==> config.mk <==
export PLATFORM = sky130hd
export DESIGN_NAME = duty_cmd_sequencer
export DESIGN_NICKNAME = d
export VERILOG_FILES = /design/src/rtl/duty_cmd_sequencer.sv
export SDC_FILE = /design/constraint.sdc
export NUM_CORES = 1
export LEC_CHECK = 0
export ABC_AREA = 0
export CAP_MARGIN = 10
export CORE_ASPECT_RATIO = 0.5
export CORE_MARGIN = 4
export CORE_UTILIZATION = 40
export DETAILED_ROUTE_END_ITERATION = 7
export GPL_TIMING_DRIVEN = 1
export SYNTH_ARGS = -nofsm -noshare
export SYNTH_HDL_FRONTEND = slang
export SYNTH_SLANG_ARGS = --single-unit
==> constraint.sdc <==
create_clock -name clkm -period 3.35 [get_ports clkm]
set_clock_uncertainty 0.1 [all_clocks]
set_input_delay 0.67 -clock clkm [delete_from_list [all_inputs] [get_ports clkm]]
set_output_delay 0.67 -clock clkm [all_outputs]
set_load 0.01 [all_outputs]
==> src/rtl/duty_cmd_sequencer.sv <==
// duty_cmd_sequencer
//   Front-end controller for the DPWM duty-command counter. Debounces the raw
//   up/down buttons, arbitrates them against a host target-duty request and
//   issues one-cycle inc_o/dec_o strobes to the counter (step STEP, limit DMAX).
//   The counter value comes back on duty_fb and closes the seek loop.
//
//   Optional feature: define DUTY_SOFTSTART_EN to ramp the counter to
//   SOFT_DUTY after reset (one strobe every REPEAT_RATE_CYC cycles).
//
// Ports
//   clkm       in   system clock
//   reset      in   asynchronous, active-high reset
//   btn_up     in   raw up button (asynchronous)
//   btn_dn     in   raw down button (asynchronous)
//   tgt_valid  in   host target request valid
//   tgt_duty   in   host target duty (0..DMAX, larger values clamp to DMAX)
//   tgt_ready  out  host request can be accepted (IDLE)
//   duty_fb    in   current counter value
//   inc_o      out  one-cycle increment strobe
//   dec_o      out  one-cycle decrement strobe
//   busy       out  seek / soft-start in progress
module duty_cmd_sequencer #(
  parameter int DEBOUNCE_CYC     = 50000,
  parameter int REPEAT_START_CYC = 25000000,
  parameter int REPEAT_RATE_CYC  = 5000000,
  parameter int STEP             = 25,
  parameter int DMAX             = 1000,
  parameter int SOFT_DUTY        = 500
) (
  input  logic       clkm,
  input  logic       reset,
  input  logic       btn_up,
  input  logic       btn_dn,
  input  logic       tgt_valid,
  input  logic [9:0] tgt_duty,
  output logic       tgt_ready,
  input  logic [9:0] duty_fb,
  output logic       inc_o,
  output logic       dec_o,
  output logic       busy
);

  localparam int TMAX = (REPEAT_START_CYC > REPEAT_RATE_CYC) ? REPEAT_START_CYC : REPEAT_RATE_CYC;
  localparam int TW   = $clog2(TMAX + 1);
  localparam int DW   = $clog2(DEBOUNCE_CYC + 1);

  localparam logic [10:0]   STEP11  = 11'(STEP);
  localparam logic [10:0]   DMAX11  = 11'(DMAX);
  localparam logic [TW-1:0] START_T = TW'(REPEAT_START_CYC - 1);
  localparam logic [TW-1:0] RATE_T  = TW'(REPEAT_RATE_CYC - 1);

  typedef enum logic [2:0] {
    IDLE,
    MANUAL,
    SEEK,
    SETTLE
`ifdef DUTY_SOFTSTART_EN
    , SOFT
`endif
  } state_t;

  // ---------------- button synchronizer + debounce (bit0 = up, bit1 = dn)
  logic [1:0]         sync1, sync2, deb, deb_q;
  logic [1:0][DW-1:0] dcnt;

  always_ff @(posedge clkm or posedge reset) begin
    if (reset) begin
      sync1 <= '0;
      sync2 <= '0;
      deb   <= '0;
      deb_q <= '0;
      dcnt  <= '0;
    end else begin
      sync1 <= {btn_dn, btn_up};
      sync2 <= sync1;
      deb_q <= deb;
      for (int i = 0; i < 2; i++) begin
        // any sample equal to the accepted level restarts the count
        if (sync2[i] == deb[i]) dcnt[i] <= '0;
        else if (dcnt[i] == DW'(DEBOUNCE_CYC - 1)) begin
          deb[i]  <= sync2[i];
          dcnt[i] <= '0;
        end else dcnt[i] <= dcnt[i] + 1'b1;
      end
    end
  end

  // a rising edge counts only if the other button is not held
  logic up_req, dn_req;
  assign up_req = deb[0] & ~deb_q[0] & ~deb[1];
  assign dn_req = deb[1] & ~deb_q[1] & ~deb[0];

  // ---------------- FSM
  state_t        state, nxt;
  logic [9:0]    tgt, tgt_n;
  logic [TW-1:0] tmr, tmr_n;
  logic          dir, dir_n, rep, rep_n, inc_n, dec_n;

  // 11-bit compares so duty_fb+STEP and tgt+STEP cannot wrap
  logic [10:0] fb11, tgt11;
  logic        can_inc, can_dec, want_inc, want_dec, held, other;
  assign fb11     = {1'b0, duty_fb};
  assign tgt11    = {1'b0, tgt};
  assign can_inc  = fb11 < DMAX11;
  assign can_dec  = duty_fb != '0;
  assign want_inc = (fb11 + STEP11) <= tgt11;
  assign want_dec = fb11 >= (tgt11 + STEP11);
  assign held     = dir ? deb[0] : deb[1];
  assign other    = dir ? deb[1] : deb[0];

  always_comb begin
    nxt   = state;
    tgt_n = tgt;
    tmr_n = tmr;
    dir_n = dir;
    rep_n = rep;
    inc_n = 1'b0;
    dec_n = 1'b0;
    // a button edge wins in every state except MANUAL (aborts seek/soft)
    if (state != MANUAL && (up_req || dn_req)) begin
      nxt   = MANUAL;
      dir_n = up_req;
      inc_n = up_req & can_inc;
      dec_n = dn_req & can_dec;
      tmr_n = '0;
      rep_n = 1'b0;
    end else begin
      case (state)
        IDLE:
          if (tgt_valid && tgt_ready) begin
            nxt   = SEEK;
            tgt_n = (({1'b0, tgt_duty}) > DMAX11) ? DMAX11[9:0] : tgt_duty;
          end
        MANUAL:
          if (!held || other) nxt = IDLE;
          else if (tmr == (rep ? RATE_T : START_T)) begin
            inc_n = dir & can_inc;
            dec_n = ~dir & can_dec;
            tmr_n = '0;
            rep_n = 1'b1;
          end else tmr_n = tmr + 1'b1;
        SEEK: begin
          tmr_n = '0;
          if (want_inc && can_inc) begin
            inc_n = 1'b1;
            nxt   = SETTLE;
          end else if (want_dec && can_dec) begin
            dec_n = 1'b1;
            nxt   = SETTLE;
          end else nxt = IDLE;
        end
        // two cycles: strobe reaches the counter, then duty_fb is current
        SETTLE:
          if (tmr == TW'(1)) nxt = SEEK;
          else tmr_n = tmr + 1'b1;
`ifdef DUTY_SOFTSTART_EN
        SOFT:
          if (tmr != '0) tmr_n = tmr - 1'b1;
          else if (want_inc && can_inc) begin
            inc_n = 1'b1;
            tmr_n = RATE_T;
          end else if (want_dec && can_dec) begin
            dec_n = 1'b1;
            tmr_n = RATE_T;
          end else nxt = IDLE;
`endif
        default: nxt = IDLE;
      endcase
    end
  end

  always_ff @(posedge clkm or posedge reset) begin
    if (reset) begin
`ifdef DUTY_SOFTSTART_EN
      state <= SOFT;
`else
      state <= IDLE;
`endif
      // only meaningful for soft-start; otherwise overwritten on acceptance
      tgt       <= 10'(SOFT_DUTY);
      tmr       <= '0;
      dir       <= 1'b0;
      rep       <= 1'b0;
      inc_o     <= 1'b0;
      dec_o     <= 1'b0;
      busy      <= 1'b0;
      tgt_ready <= 1'b0;
    end else begin
      state     <= nxt;
      tgt       <= tgt_n;
      tmr       <= tmr_n;
      dir       <= dir_n;
      rep       <= rep_n;
      inc_o     <= inc_n;
      dec_o     <= dec_n;
      tgt_ready <= (nxt == IDLE);
`ifdef DUTY_SOFTSTART_EN
      busy      <= (nxt == SEEK) || (nxt == SETTLE) || (nxt == SOFT);
`else
      busy      <= (nxt == SEEK) || (nxt == SETTLE);
`endif
    end
  end

endmodule

==> flow_summary.json, run 1 <==
{
  "fin_util": 0.501,
  "power_leakage_nw": 2.62,
  "drive_gt1_frac": 0.126,
  "period_share": 0.956,
  "grt_setup_unrepaired": "no",
  "area_growth_syn_to_layout_pct": 20.5,
  "comb_power_share": 0.305,
  "synth_area_sq_um": 5000,
  "setup.worst_path.start": "duty_fb[2]",
  "grt_max_degree": 41,
  "htreeDepth": 3,
  "multi_input_area_sq_um": 2780,
  "grt-ovfl-total": 0,
  "antenna_found_initial": 0,
  "maxCapViolations": 0,
  "clkSlewWorstSetupHoldPaths_ns": 0.06,
  "worstHoldStart": "sync1[1]$_DFF_PP0_",
  "postRouteAntennaNets": 0,
  "min_to": "sync2[1]$_DFF_PP0_",
  "tritoncts": "yes",
  "die-height_um": 87.0,
  "yosys-top-cells-area": "dfrtp_1, ha_1, nor2_1, xor2_1, xnor2_1",
  "status": "complete, no violations",
  "critPathRequiredTime_ns": 3.48,
  "seqCellArea_sq_um": 2110,
  "critPathLaunchType": "input port",
  "syn_avg_cell_area_sq_um": 9.32,
  "p_int_mw": 2.39,
  "finalHoldViolCount": 0,
  "async_flop_share": 1.00,
  "synth_cells": 536,
  "layout.nets": 643,
  "worst_slew_pin_slew_ns": 0.863,
  "slew_violations": 0,
  "insertion_delay_ns": 0.34,
  "hold_class": "register to register",
  "worstReg2RegEnd": "busy$_DFF_PP0_",
  "power-per-cell-area_nw_per_um2": 583,
  "synth_top_cell_by_area": "dfrtp_1",
  "grt_pass1_wl_um": 19000,
  "synth-seq-area-share": 0.422,
  "cts-root-buf": "clkbuf_16",
  "via_count": 4062,
  "slew_headroom": 0.420,
  "r2r_start": "tgt[2]$_DFFE_PP1P_",
  "diodes": 0,
  "portBuffers": 28,
  "start_util": 0.416,
  "wl_per_cell_um": 14.6,
  "io_pins": 29,
  "cp_max_fo": 3,
  "syn_nets": 588,
  "end_kind": "register",
  "grt_pass1_vias": 3944,
  "setup_viol": 0,
  "synth_edf_count": 0,
  "drt-vias-per-instance": 5.34,
  "synth-seq-cells": 84,
  "r2r_cells": 10,
  "placed_cells": 743,
  "r2r_setup_slack_ns": 0.53,
  "cts_hold_buf": 0,
  "power_switching_mw": 1.12,
  "crit_type": "input port to register",
  "dieArea_sq_um": 14500,
  "clockBufferDepth": 2,
  "drc_errors": 0,
  "gp_congestion": 0.786,
  "ys_types": 70,
  "die_x_um": 166,
  "p_seq_frac": 0.365,
  "rows": 28,
  "critPathArrivalTime_ns": 3.34,
  "yosys_most_used_dff": "dfrtp_1",
  "vdd_drop_max_mv": 0.295,
  "cts.sinks": 84,
  "max_freq_mhz": 312,
  "stdcell_count": 761,
  "core-area_sq_um": 12000,
  "ys_warn_count": 0,
  "netlist.area_leader.share": 0.391,
  "cts_inserted_buffers": 9,
  "clockPowerShare": 0.330,
  "fillers": 1123,
  "dp_hpwl_um": 8120,
  "fin_crit_ns": 3.20,
  "first_pass_iters": 4,
  "first_iter_violations": 249,
  "grt_use_total": 0.161,
  "drt_wl_total_um": 11100,
  "p_sw_frac": 0.319,
  "worstHoldPathCells": 0
}
critical path, cell delays in order:
cell	delay [ns]
clkdlybuf4s50_1	0.53
a21oi_2	0.08
nand2b_1	0.11
nand4_1	0.13
xnor2_1	0.15
ha_1	0.31
a21o_1	0.19
a21oi_2	0.13
or4b_4	0.49
a32oi_4	0.20
nand2_1	0.10
a311oi_1	0.24
stage by stage:
stage          area (sq um)  hold slack, ns  TNS, ns  power [mW]  setup slack (ns)
6_report               6020           0.251        0        3.51             0.148
5_1_grt                6020           0.258        0        3.76            0.0119
4_1_cts                6010           0.253        0        3.53             0.121
3_5_place_dp           5630           0.236    -3.23        2.32            -0.612
3_3_place_gp           5630           0.235    -2.80        2.30            -0.521
2_1_floorplan          5000           0.231        0        2.00           0.00976
kinds of logic (layout without fill, tap and decap cells):
group,Yosys count,in the layout,share of synthesized area
simple gates,240,240,0.253
mux,3,3,0.00651
flops,84,84,0.422
other cells,1,1,0.000751
buf+inv,33,93,0.0298
xor+xnor,50,50,0.0877
compound gates,98,98,0.132
fa+ha+maj,27,27,0.0676
power by group through the flow:
stage	logic [mW]	registers (mW)	clock network, mW
floorplan	0.734	1.27	0
global placement	1.00	1.29	0
detailed placement	1.02	1.30	0
CTS	1.06	1.28	1.19
global route	1.23	1.30	1.23
finish	1.07	1.28	1.16
flip-flops by register name, summed over array words and instances, names as in the netlist, 2 cells and up:
| register | count |
|---|---|
| sync2 | 2 |
| sync1 | 2 |
| deb_q | 2 |
| tgt | 10 |
| deb | 2 |
| state | 3 |
| dcnt | 32 |
| tmr | 25 |
what timing repair did:
action / 4_1_cts / 5_1_grt
gates resized for setup: 7 / 1
pin swaps: 7 / 1
endpoints found under the setup margin: 6 / 1
hold endpoints to repair: 0 / 0
setup buffers: 2 / 0
metal layers:
metal | GRT usage | vias to the layer above | part of all wire
li1 | - | 2035 | -
met1 | 0.220 | 1950 | 0.51
met2 | 0.263 | 68 | 0.44
met3 | 0.0376 | 9 | 0.040
met4 | 0.0419 | 0 | 0.010
met5 | 0 | - | 0
layout by cell type (no fill, tap or decap), types with 3 or more instances in the layout:
master           instances
and3_1                  10
nand4_1                 13
nor2_1                  63
a211o_1                  4
bufinv_16                3
nand2b_1                 6
nand3_1                 33
nor4_1                   7
buf_4                   27
dfrtp_1                 78
a21oi_1                 30
or4_1                   10
xnor2_1                 24
clkbuf_16                9
or3_1                    5
ha_1                    26
nor3b_1                  3
clkdlybuf4s50_1         26
and2_1                   3
o31ai_1                 14
xor2_1                  26
nor2b_1                  3
inv_6                    3
nor4b_1                  4
o22ai_1                  4
inv_1                   20
or2_2                    5
nor3_1                   8
nand2_1                 49
dfstp_2                  6
o21ai_0                 16
synthesized netlist by cell type, types with 4 or more instances:
library cell and instances:
dfrtp_1 78, nor2_1 63, nand2_1 49, nand3_1 33, a21oi_1 32, ha_1 27
xor2_1 26, xnor2_1 24, inv_1 21, o21ai_0 16, o31ai_1 14, nand4_1 13
and3_1 10, or4_1 10, nor3_1 8, nor4_1 7, clkbuf_1 6, dfstp_2 6
nand2b_1 6, or2_2 5, or3_1 5, a211o_1 4, nor3b_1 4, nor4b_1 4
o22ai_1 4
area by class of cell:
cell class	instances	share of cell area
clock buffer	9	0.0374
clock inverter	7	0.0202
inverter	21	0.0133
multi-input combinational	419	0.461
sequential	84	0.351
tap	165	0.0343
timing repair buffer	56	0.0832
worst max-delay path by stage:
stage,cells after the start,slack (ns),to
final,12,0.15,busy$_DFF_PP0_
after global routing,12,0.01,busy$_DFF_PP0_
after CTS,12,0.12,busy$_DFF_PP0_
after detailed placement,13,-0.61,busy$_DFF_PP0_
after global placement,13,-0.52,state[1]$_DFF_PP0_
after floorplan,12,0.01,tgt_ready$_DFF_PP0_
Note: power is estimated with default switching activity, not from simulation.
==> run 2: changes to the inputs <==
--- a/config.mk
+++ b/config.mk
@@ -7,11 +7,15 @@
 export LEC_CHECK = 0
 export ABC_AREA = 0
 export CAP_MARGIN = 10
+export CELL_PAD_IN_SITES_DETAIL_PLACEMENT = 1
+export CELL_PAD_IN_SITES_GLOBAL_PLACEMENT = 2
 export CORE_ASPECT_RATIO = 0.5
 export CORE_MARGIN = 4
-export CORE_UTILIZATION = 40
+export CORE_UTILIZATION = 38
 export DETAILED_ROUTE_END_ITERATION = 7
 export GPL_TIMING_DRIVEN = 1
+export PLACE_DENSITY_LB_ADDON = 0.1
+export SETUP_SLACK_MARGIN = 0.02
 export SYNTH_ARGS = -nofsm -noshare
 export SYNTH_HDL_FRONTEND = slang
 export SYNTH_SLANG_ARGS = --single-unit
==> flow_summary.json, run 2 (same netlist as run 1, synthesis figures left out) <==
{
  "status": "complete, no violations",
  "min_to": "sync2[0]$_DFF_PP0_",
  "die-height_um": 89.1,
  "cp_max_fo": 3,
  "final_common_cell": "dfrtp_1",
  "clockBufferDepth": 2,
  "first_pass_iters": 4,
  "comb_power_share": 0.319,
  "max_freq_mhz": 314,
  "use_met1": 0.252,
  "p_seq_frac": 0.367,
  "htreeDepth": 3,
  "critPathArrivalTime_ns": 3.32,
  "gp_congestion": 0.829,
  "worstReg2RegEnd": "dec_o$_DFF_PP0_",
  "largest_reg_flops": 32,
  "cts-root-buf": "clkbuf_16",
  "insertion_delay_ns": 0.34,
  "start_util": 0.391,
  "slew_violations": 0,
  "dpl_cell_area_sq_um": 5650,
  "r2r_start": "tgt[2]$_DFFE_PP1P_",
  "area_growth_syn_to_layout_pct": 21.6,
  "reg.largest.list": "dcnt x32, tmr x25, tgt x10",
  "p_int_mw": 2.36,
  "cp_slowest_cell": "or4b_4",
  "gr-usage-met3": 0.0318,
  "postRouteAntennaNets": 0,
  "path_buf_inv": 2,
  "setup_viol": 0,
  "fin_crit_ns": 3.19,
  "wl_per_cell_um": 16.7,
  "rows": 29,
  "slew_headroom": 0.574,
  "grt_setup_unrepaired": "no",
  "r2r_setup_slack_ns": 0.47,
  "path_cells": "dlygate4sd2_1 > ha_2 > a21oi_4 > nand2b_4 > buf_4 > nand2_1 > xnor2_1 > ha_1 > nand4_1 > a21oi_1 > or4b_4 > a32oi_4 > nand2_2 > a311oi_2",
  "clockPowerShare": 0.314,
  "layout_common_cells": "dfrtp_1, nor2_1, nand2_1, nand3_1",
  "grt-ovfl-total": 0,
  "via_count": 4106,
  "finalHoldViolCount": 0,
  "dp_hpwl_um": 9610,
  "slowest_delay_ns": 0.53,
  "drt_wl_total_um": 12800,
  "portBuffers": 28,
  "crit_type": "input port to register",
  "critPathTopFamily": "simple AND/OR/NAND/NOR gates",
  "finalInstanceArea_sq_um": 6070,
  "maxCapViolations": 0,
  "io_pins": 29,
  "grt_pass1_vias": 4373,
  "period_share": 0.951,
  "cts_inserted_buffers": 9,
  "dieArea_sq_um": 15200,
  "grt_use_total": 0.177,
  "r2r_cells": 10,
  "critPathLaunchType": "input port",
  "tritoncts": "yes",
  "end_kind": "register",
  "worstHoldStart": "sync1[0]$_DFF_PP0_",
  "hold_class": "register to register",
  "layout.nets": 646,
  "power_mw": 3.51,
  "power-per-cell-area_nw_per_um2": 578,
  "use_met2": 0.291,
  "vdd_drop_max_mv": 0.248,
  "drive_gt1_frac": 0.140,
  "core-area_sq_um": 12800,
  "cts.sinks": 84,
  "power_switching_mw": 1.15,
  "power_leakage_nw": 2.66,
  "grt_max_degree": 54,
  "die_x_um": 170,
  "first_iter_violations": 256,
  "drt-vias-per-instance": 5.34,
  "worst_slew_pin_slew_ns": 0.630,
  "p_sw_frac": 0.329,
  "critPathRequiredTime_ns": 3.48,
  "clkSlewWorstSetupHoldPaths_ns": 0.06,
  "worstHoldPathCells": 0,
  "drc_errors": 0,
  "cts_hold_buf": 0,
  "grt_pass1_wl_um": 21600,
  "diodes": 0,
  "antenna_found_initial": 0,
  "top_register": "dcnt",
  "busiest_layer": "met2"
}
## run 2: cell type report
type | instances | area (sq um)
clock buffers | 10 | 239
well taps | 170 | 213
inverters | 21 | 80.1
repair buffers | 59 | 531
clock inverters | 6 | 91.3
flip-flops and latches | 84 | 2110
fillers | 1465 | 6700
multi-input cells | 419 | 2810
## run 2: power by group through the flow
stage                     clock network, mW  logic, mW  registers (mW)
after floorplan                           0      0.741            1.27
after global placement                    0       1.04            1.30
after detailed placement                  0       1.06            1.31
after CTS                              1.14       1.11            1.29
after global routing                   1.18       1.28            1.31
final                                  1.10       1.12            1.29
## run 2: how the worst max path moves through the flow
stage | from | end | slack, ns | cells past startpoint
2_1_floorplan | duty_fb[0] | tgt_ready$_DFF_PP0_ | 0.02 | 12
3_3_place_gp | duty_fb[0] | tgt_ready$_DFF_PP0_ | -0.53 | 13
3_5_place_dp | duty_fb[0] | state[1]$_DFF_PP0_ | -0.61 | 13
4_1_cts | duty_fb[2] | state[1]$_DFF_PP0_ | 0.09 | 12
5_1_grt | duty_fb[6] | busy$_DFF_PP0_ | 0.002 | 10
6_report | duty_fb[1] | busy$_DFF_PP0_ | 0.16 | 14
## run 2: stage by stage
stage,setup TNS [ns],hold WS (ns),std cells,worst slack [ns],utilization
floorplan,0,0.231,536,0.0217,-
global placement,-2.83,0.232,749,-0.526,0.442
detailed placement,-3.25,0.236,749,-0.609,0.442
CTS,0,0.251,767,0.0929,0.471
global route,0,0.255,769,0.00167,0.476
finish,0,0.247,769,0.164,0.476
## run 2: worst register-to-register path, delay by kind of cell (launching register included)
| kind | cells | cell delay (ns) |
|---|---|---|
| XOR/XNOR | 1 | 0.15 |
| flip-flops | 1 | 0.57 |
| AND/OR/NAND/NOR | 4 | 0.82 |
| adder cells (fa/ha/maj) | 1 | 0.29 |
| AO/OA/AOI/OAI | 4 | 0.82 |
## run 2: timing repair
action                     in CTS  in global routing
pin swaps                       5                 11
setup endpoints to repair       6                  3
buffers inserted                2                  2
resized for setup               7                 10
## run 2: metal layers
metal  vias to the layer above  wire, um
li1                       2048         -
met1                      2008      6680
met2                        46      5700
met3                         4       416
met4                         0        48
met5                         -         0
==> patch (flow settings as in run 2) <==
Add a define of `DUTY_SOFTSTART_EN`.
--- a/src/rtl/duty_cmd_sequencer.sv
+++ b/src/rtl/duty_cmd_sequencer.sv
@@ -20,4 +20,6 @@
 //   dec_o      out  one-cycle decrement strobe
 //   busy       out  seek / soft-start in progress
+`define DUTY_SOFTSTART_EN
+
 module duty_cmd_sequencer #(
   parameter int DEBOUNCE_CYC     = 50000,
Function: changed (Yosys sat finds a counterexample within 4 cycles, from zero or initial values and one cycle with reset high).
==> patch against run 2 <==
  * Maximum frequency fell by 1.9%
  * Routed wire length rose by 63%
  * Cell area is 26% higher
  * Setup slack worse by 0.061 ns
  * Worst hold slack improved by 0.019 ns
  * Critical path depth fell by 1
  * Non-clock buffer count increased by 50
  * Utilization rose by 1.5 points
  * Synthesized area increased by 23%
  * First-iteration DRC count up 56%
  * Sequential cell count unchanged
Power is not compared: it rests on default switching activity, and its combinational part moved more than twofold at a synthesized area within 25%.
==> patch: results (changes against run 2) <==
The transition time at the pin with the least slew margin is 0.6393 ns (+0.008815 ns), and the arrival time of data at the critical path endpoint is 3.38 ns (+0.06 ns). The run gives 15080 um (+57%) as the final HPWL from detailed placement. The via count of the first global-routing pass was 6294 (+44%).

The run gives 863 (+34%) as the number of nets in the final layout. By count the netlist is led by sky130_fd_sc_hd__nor2_1 (81), sky130_fd_sc_hd__dfrtp_1 (77), sky130_fd_sc_hd__nand2_1 (63). The proportion of synthesized flip-flops having asynchronous set or reset was 100.0% (unchanged).

In the post-synthesis netlist, the biggest area contributors are sky130_fd_sc_hd__dfrtp_1 (31%), sky130_fd_sc_hd__ha_1 (5.7%), sky130_fd_sc_hd__nor2_1 (4.9%). The first-pass iteration count of the detailed router was 5 (+1); the post-detailed-route wirelength per cell was 20.49 um (+23%). The pre-CTS setup slack was -0.7045 ns (-0.09596 ns); the ratio of cells with drive above 1 in the final layout was 18.65% (+4.6 points). The pin count of the biggest net entering global routing was 67 (+24%); the net count of the mapped netlist was 790 (+34%).

The run gives 1852 (+26%) as the number of fill cells. The run gives 22.63% (+4.9 points) as the global-route total usage across every layer. The placer's final routability congestion estimate came out at 0.8795 (+6.1%). For the number of cells after detailed placement, the log shows 995 (+33%).

The largest fanout of any net on the critical path was 7 (+4). The tools report the clock insertion delay at the later pin of the skew report as 0.36 ns (+0.02 ns). The initial DRC count came out at 399 (+56%). The logs give 6030 (+47%) for the via count and 0 (unchanged) for the initial antenna violation count. The flow ran to the end, and the final reports show no timing, DRC or antenna violations. The first-pass GRT wire length came out at 33750 um (+56%).
==> patch: changes by cell type after synthesis, moves of 14 or more <==
cell | before | now
sky130_fd_sc_hd__nor2_1 | 63 | 81
sky130_fd_sc_hd__nor3_1 | 8 | 25
sky130_fd_sc_hd__nand2_1 | 49 | 63
sky130_fd_sc_hd__o21ai_0 | 16 | 44
sky130_fd_sc_hd__clkbuf_1 | 6 | 35
==> patch: cell families after synthesis <==
| kind of cell | count (synthesis) | synth area share [%] |
|---|---|---|
| multiplexers | 5 | 0.9151 |
| AND/OR/NAND/NOR | 307 | 25.44 |
| buffers and inverters | 71 | 5.043 |
| adder cells (fa/ha/maj) | 28 | 5.695 |
| XOR/XNOR | 61 | 8.684 |
| flip-flops | 84 | 34.31 |
| AO/OA/AOI/OAI | 181 | 19.91 |
==> patch: final cells by class <==
class / count / area (um2) / area share, %
well taps: 204 / 255.2 / 3.328
repair buffers: 109 / 940.9 / 12.27
inverters: 24 / 91.34 / 1.191
flip-flops and latches: 84 / 2111 / 27.52
multi-input cells: 582 / 3931 / 51.26
clock buffers: 10 / 239.0 / 3.116
clock inverters: 6 / 100.1 / 1.305
==> patch: repair_timing <==
action,in CTS,in global routing
cloned,0,1
setup endpoints to repair,27,24
resized for setup,19,36
pin swaps,9,24
setup buffers,5,2
==> patch: where the power goes <==
part	switching (mW)	internal (mW)	total (mW)	leakage (nW)
Sequential	0.294	1.25	1.54	1.09
Clock	0.476	0.690	1.17	0.168
Combinational	1.84	1.43	3.26	1.99
==> patch: final timing paths <==
path	start	to	slack (ns)	cells past startpoint
worst min-delay path	sync1[1]	sync2[1]	0.27	0
worst max register to register	tgt[2]	tmr[13]	0.10	13
worst max-delay path	tgt[2]	tmr[13]	0.10	13
min in group asynchronous	reset	tmr[17]	0.52	2
worst min register to register	sync1[1]	sync2[1]	0.27	0
max in group asynchronous	reset	tgt[2]	1.91	3
==> patch: metal layers <==
metal	track usage [%]	part of all wire, %
met5	0	0
met4	5.468	1.5
met3	4.607	5.1
met2	35.82	45
met1	32.00	48
==> patch: critical path: stages, from the launching register on <==
cell and delay [ns]:
sky130_fd_sc_hd__dfstp_2 0.54, sky130_fd_sc_hd__nand3_2 0.08, sky130_fd_sc_hd__and3_4 0.20, sky130_fd_sc_hd__nor3_4 0.14
sky130_fd_sc_hd__nand3_2 0.10, sky130_fd_sc_hd__xnor2_1 0.16, sky130_fd_sc_hd__ha_1 0.32, sky130_fd_sc_hd__o211ai_1 0.12
sky130_fd_sc_hd__o31ai_1 0.27, sky130_fd_sc_hd__o211a_1 0.25, sky130_fd_sc_hd__nor4_4 0.07, sky130_fd_sc_hd__or2_4 0.30
sky130_fd_sc_hd__buf_6 0.15, sky130_fd_sc_hd__a221o_1 0.31
